### src/rtl/fc_layer_engine.sv
// Fully-connected layer stage: streams activations and weight rows from 1-cycle SRAMs, MACs, rescales, saturates, writes one result per neuron.
// Optional RELU_EN macro clamps negative results to zero (leave undefined for the logit layer).
module fc_layer_engine #(
  parameter int N_IN   = 784,
  parameter int N_OUT  = 100,
  parameter int DATA_W = 16,
  parameter int FRAC   = 8,
  parameter int ACC_W  = 40,
  parameter int IN_AW  = 10,
  parameter int W_AW   = 18,
  parameter int OUT_AW = 10
) (
  input  logic              clk,
  input  logic              reset,
  input  logic              start,
  output logic              busy,
  output logic              done,
  output logic [IN_AW-1:0]  in_addr,
  input  logic [DATA_W-1:0] in_data,
  output logic [W_AW-1:0]   w_addr,
  input  logic [DATA_W-1:0] w_data,
  output logic              out_we,
  output logic [OUT_AW-1:0] out_addr,
  output logic [DATA_W-1:0] out_data,
  output logic [2:0]        dbg_state
);

  typedef enum logic [2:0] {
    S_IDLE  = 3'd0,
    S_READ  = 3'd1,
    S_DRAIN = 3'd2,
    S_WRITE = 3'd3,
    S_DONE  = 3'd4
  } state_t;

  localparam logic signed [ACC_W-1:0] SAT_MAX =
    {{(ACC_W-DATA_W+1){1'b0}}, {(DATA_W-1){1'b1}}};
  localparam logic signed [ACC_W-1:0] SAT_MIN =
    {{(ACC_W-DATA_W+1){1'b1}}, {(DATA_W-1){1'b0}}};

  state_t                     state_q;
  logic                       busy_q, done_q, out_we_q, prod_vld_q;
  logic [IN_AW-1:0]           in_addr_q;
  logic [W_AW-1:0]            w_addr_q;
  logic [OUT_AW-1:0]          neuron_q, out_addr_q;
  logic [DATA_W-1:0]          out_data_q;
  logic signed [ACC_W-1:0]    acc_q, acc_d;
  logic signed [2*DATA_W-1:0] in_ext, w_ext, prod;
  logic signed [ACC_W-1:0]    shifted;
  logic [DATA_W-1:0]          result;

  // SRAM data belongs to the address issued in the previous READ cycle.
  assign in_ext = {{DATA_W{in_data[DATA_W-1]}}, in_data};
  assign w_ext  = {{DATA_W{w_data[DATA_W-1]}}, w_data};
  assign prod   = in_ext * w_ext;

  always_comb begin
    acc_d = acc_q;
    if (prod_vld_q)
      acc_d = acc_q + {{(ACC_W-2*DATA_W){prod[2*DATA_W-1]}}, prod};
  end

  always_comb begin
    shifted = acc_d >>> FRAC;
    result  = shifted[DATA_W-1:0];
    if (shifted > SAT_MAX)
      result = SAT_MAX[DATA_W-1:0];
    else if (shifted < SAT_MIN)
      result = SAT_MIN[DATA_W-1:0];
`ifdef RELU_EN
    if (shifted < 0)
      result = '0;
`endif
  end

  always_ff @(posedge clk or posedge reset) begin
    if (reset) begin
      state_q    <= S_IDLE;
      busy_q     <= 1'b0;
      done_q     <= 1'b0;
      out_we_q   <= 1'b0;
      prod_vld_q <= 1'b0;
      in_addr_q  <= '0;
      w_addr_q   <= '0;
      neuron_q   <= '0;
      out_addr_q <= '0;
      out_data_q <= '0;
      acc_q      <= '0;
    end else begin
      prod_vld_q <= (state_q == S_READ);
      out_we_q   <= 1'b0;
      done_q     <= 1'b0;
      case (state_q)
        S_IDLE: begin
          acc_q <= '0;
          if (start) begin
            state_q   <= S_READ;
            busy_q    <= 1'b1;
            neuron_q  <= '0;
            in_addr_q <= '0;
            w_addr_q  <= '0;
          end
        end
        S_READ: begin
          acc_q    <= acc_d;
          w_addr_q <= w_addr_q + W_AW'(1);
          if (in_addr_q == IN_AW'(N_IN - 1))
            state_q <= S_DRAIN;
          else
            in_addr_q <= in_addr_q + IN_AW'(1);
        end
        S_DRAIN: begin
          acc_q      <= acc_d;
          out_we_q   <= 1'b1;
          out_addr_q <= neuron_q;
          out_data_q <= result;
          state_q    <= S_WRITE;
        end
        S_WRITE: begin
          acc_q     <= '0;
          in_addr_q <= '0;
          if (neuron_q == OUT_AW'(N_OUT - 1)) begin
            state_q <= S_DONE;
            busy_q  <= 1'b0;
            done_q  <= 1'b1;
          end else begin
            neuron_q <= neuron_q + OUT_AW'(1);
            state_q  <= S_READ;
          end
        end
        S_DONE: state_q <= S_IDLE;
        default: state_q <= S_IDLE;
      endcase
    end
  end

  assign busy      = busy_q;
  assign done      = done_q;
  assign in_addr   = in_addr_q;
  assign w_addr    = w_addr_q;
  assign out_we    = out_we_q;
  assign out_addr  = out_addr_q;
  assign out_data  = out_data_q;
  assign dbg_state = state_q;

endmodule
### config.mk
export PLATFORM = sky130hd
export DESIGN_NAME = fc_layer_engine
export DESIGN_NICKNAME = d
export VERILOG_FILES = /design/src/rtl/fc_layer_engine.sv
export SDC_FILE = /design/constraint.sdc
export NUM_CORES = 1
export LEC_CHECK = 0
export ABC_AREA = 1
export CORE_MARGIN = 1.5
export CORE_UTILIZATION = 48
export DETAILED_ROUTE_END_ITERATION = 16
export GPL_TIMING_DRIVEN = 0
export PLACE_DENSITY = 0.66
export SYNTH_ARGS = -nofsm -noshare
export SYNTH_HDL_FRONTEND = slang
export SYNTH_SLANG_ARGS = --single-unit
### constraint.sdc
create_clock -name clk -period 3.85 [get_ports clk]
set_clock_uncertainty 0.2 [all_clocks]
set_input_delay 0.385 -clock clk [delete_from_list [all_inputs] [get_ports clk]]
set_output_delay 0.385 -clock clk [all_outputs]
set_load 0.02 [all_outputs]
==> summary.md <==
| Metric | Value |
|---|---|
| Mapped Area | `18400 µm²` |
| Count leader, synth | `nand2_1` |
| R2R cell count | `21` |
| Routed wire length on met2 | `29200 µm` |
| Hold_buf cts | `0` |
| Post-Layout Cell Count | `3299` |
| Nets@finish | `3205` |
| Critical-path top delay cell | `fa_1` |
| Worst slew pin tran | `0.953 ns` |
| Area Growth Syn to Fin | `39.5%` |
| Clock sinks | `111` |
| Top cell type by total area after synthesis | `fa_1` |
| Util after Layout | `0.681` |
| Via count | `17100` |
| Relative slew slack | `0.365` |
| Post-synthesis xor/xnor area fraction | `0.0267` |
| CTS Buf Count | `9` |
| DP HPWL | `44600 µm` |
| Most used DFF post-synth | `dfrtp_1` |
| Synth top area cells | `fa_1 29%, dfrtp_1 15%, nand2_1 15%, inv_1 13%, ha_1 8.4%` |
| Crit-path max FO | `5` |
| Initial antenna violation count | `0` |
| RR Endpoint | `out_data[0]` |
| Final WS setup | `-4.15 ns` |
| R2r startpoint | `acc_q[0]` |
| Outcome | `complete, but fails checks` |
| Critical path launch point type | `input pin` |
| First-pass GRT wire length | `92800 µm` |
| Final min period | `8.00 ns` |
| Cell count after placement | `3107` |
| Area share of the largest cell type after synthesis | `0.286` |
| Inserted Diodes | `0` |
| Die area | `39500 µm²` |
| Synth warn | `0` |
| Hold WS | `0.0996 ns` |
| Synth Area in Compound Gates | `0.0725` |
| Vias per inst | `5.18` |
| Area of the core | `37700 µm²` |
| Met3 wire length | `3230 µm` |
| Die height | `199 µm` |
| Routed Antenna Nets | `0` |
| Failing checks | `setup timing` |
| Final number of setup-violating endpoints | `50` |
| Worst Setup Path Type | `input pin to flip-flop` |
| Final Hold Vio Count | `0` |
| Share of cells above drive strength 1 | `0.320` |
| H-tree Lvls | `3` |
| CP max stage delay | `0.61 ns` |
| Fin. max-slew vios | `0` |
| Global placer's final weighted congestion | `1.01` |
| CTS tree | `yes` |
| WL final | `58800 µm` |
| IO Pins | `95` |
| All-Layer GR Usage | `0.303` |
| CP required | `3.92 ns` |
| Post-synth top cells | `715 x nand2_1, 651 x inv_1, 263 x fa_1` |
| Async S/R FF share, synth | `1.00` |
| Width of the die | `199 µm` |
| #FFs+latches synth | `111` |
| Clock transition at path regs | `0.09 ns` |
| Sequential-to-total area share from yosys stat | `0.151` |
| RSZ-0062 raised after global routing | `true` |
| Mean Syn Cell Area | `7.28 µm²` |
| GRT Residual Overflow | `0` |
| Largest net degree at the start of global routing | `94` |
| Wl on met1 | `24300 µm` |
| DRC | `0` |
| Clock latency on the worst-skew pair | `0.38 ns` |
| Main combinational cell family by area after synthesis | `adder cells` |
| Cell Rows | `71` |
| Max cap viols | `0` |
| Adder-cell share of the synthesized area | `0.371` |
| Clock Path Buffers | `2` |
| Final Cycle Share | `2.08` |
| Max layer used | `met4` |
| Count of cell types in the netlist | `54` |
| Post-synth EDFFs | `0` |
| Fmax | `125 MHz` |
| Wire per inst | `17.8 µm` |
| Initial Util | `0.488` |
| Worst EP arrival | `8.07 ns` |
| R2R setup slack | `0.19 ns` |
| Initial DRT Pass Iterations | `5` |
| HP Class | `input pin to asynchronous set/reset pin` |
| PortBufs | `69` |
| Setup crit end kind | `flip-flop` |
| Mapped Cells | `2526` |
| Simple-gate share of the synthesized area | `0.226` |
| Clk root buf | `clkbuf_16` |
| Mux contribution to synthesized area | `0.00109` |
| Syn nets | `2948` |
| Starting DRT DRC Count | `957` |
| Vias in the first global route | `17500` |
[placed cells by master (no fill, tap or decap), drive strengths merged, types with 17 or more instances in the layout]
| cell | synthesis | layout |
|---|---|---|
| a21oi | 86 | 86 |
| a22o | 17 | 17 |
| buf | 10 | 200 |
| clkbuf | 69 | 72 |
| clkdlybuf4s50 | 0 | 62 |
| dfrtp | 111 | 111 |
| fa | 263 | 263 |
| ha | 124 | 124 |
| inv | 658 | 660 |
| nand2 | 739 | 739 |
| nand3 | 79 | 79 |
| nand4 | 17 | 17 |
| nor2 | 126 | 126 |
| nor3 | 26 | 26 |
| o21ai | 75 | 75 |
| o22ai | 17 | 17 |
| xnor2 | 19 | 19 |
| xor2 | 37 | 37 |
[critical path, delay by kind of cell]
family / cells / cell delay (ns)
AO/OA/AOI/OAI: 2 / 0.22
adder cells (fa/ha/maj): 8 / 3.68
AND/OR/NAND/NOR: 24 / 2.77
buffers and inverters: 8 / 0.76
XOR/XNOR: 1 / 0.20
[per-layer routing]
layer	GRT usage	up-vias
li1	-	7975
met4	0.0988	0
met2	0.526	546
met1	0.395	8440
met3	0.0326	123
met5	0	-
[worst max-delay path by stage]
stage | from | endpoint | slack (ns)
2_1_floorplan | w_data[3] | out_data[9] | -3.72
3_3_place_gp | in_data[13] | out_data[0] | -5.77
3_5_place_dp | in_data[13] | out_data[0] | -5.83
4_1_cts | in_data[15] | out_data[10] | -4.00
5_1_grt | in_data[7] | out_data[7] | -4.47
6_report | in_data[7] | out_data[0] | -4.15
[registers in the layout, indices dropped and copies added, names as in the netlist, 3 cells and up]
signal     cells
in_addr       10
out_addr      10
dbg_state      3
w_addr        18
acc_q         40
neuron_q      10
out_data      16
[timing repair]
item                       4_1_cts  5_1_grt
setup buffers                  119       52
resized for setup              391      352
gates cloned                     5        3
pin swaps                      207      155
setup endpoints to repair       52       51
[through the flow]
step / instance area [µm²] / worst slack [ns] / TNS [ns]
floorplan: 19600 / -3.72 / -143.10
global placement: 20900 / -5.77 / -388.69
detailed placement: 20900 / -5.83 / -231.68
CTS: 23800 / -4.00 / -155.08
global route: 25700 / -4.47 / -172.76
finish: 25700 / -4.15 / -161.05
[final cells by class]
| cell class | instances | area (µm²) |
|---|---|---|
| Multi-Input combinational cell | 1678 | 15800 |
| Fill cell | 3070 | 12000 |
| Clock buffer | 9 | 225 |
| Sequential cell | 111 | 2780 |
| Buffer | 79 | 1320 |
| Clock inverter | 7 | 77.6 |
| Inverter | 658 | 2490 |
| Timing Repair Buffer | 246 | 2320 |
| Tap cell | 511 | 639 |
[kinds of logic (layout without fill, tap and decap cells)]
logic type                 count (synthesis)  after routing
and+or+nand+nor                         1006           1006
adders and majority gates                387            387
muxes                                      2              2
xor gates and xnor gates                  56             56
buffers and inverters                    737            999
DFF                                      111            111
AOI/OAI and AO/OA                        227            227
Power is not shown: default switching activity piles up to over one toggle a cycle in this logic, so the estimate is an artifact.
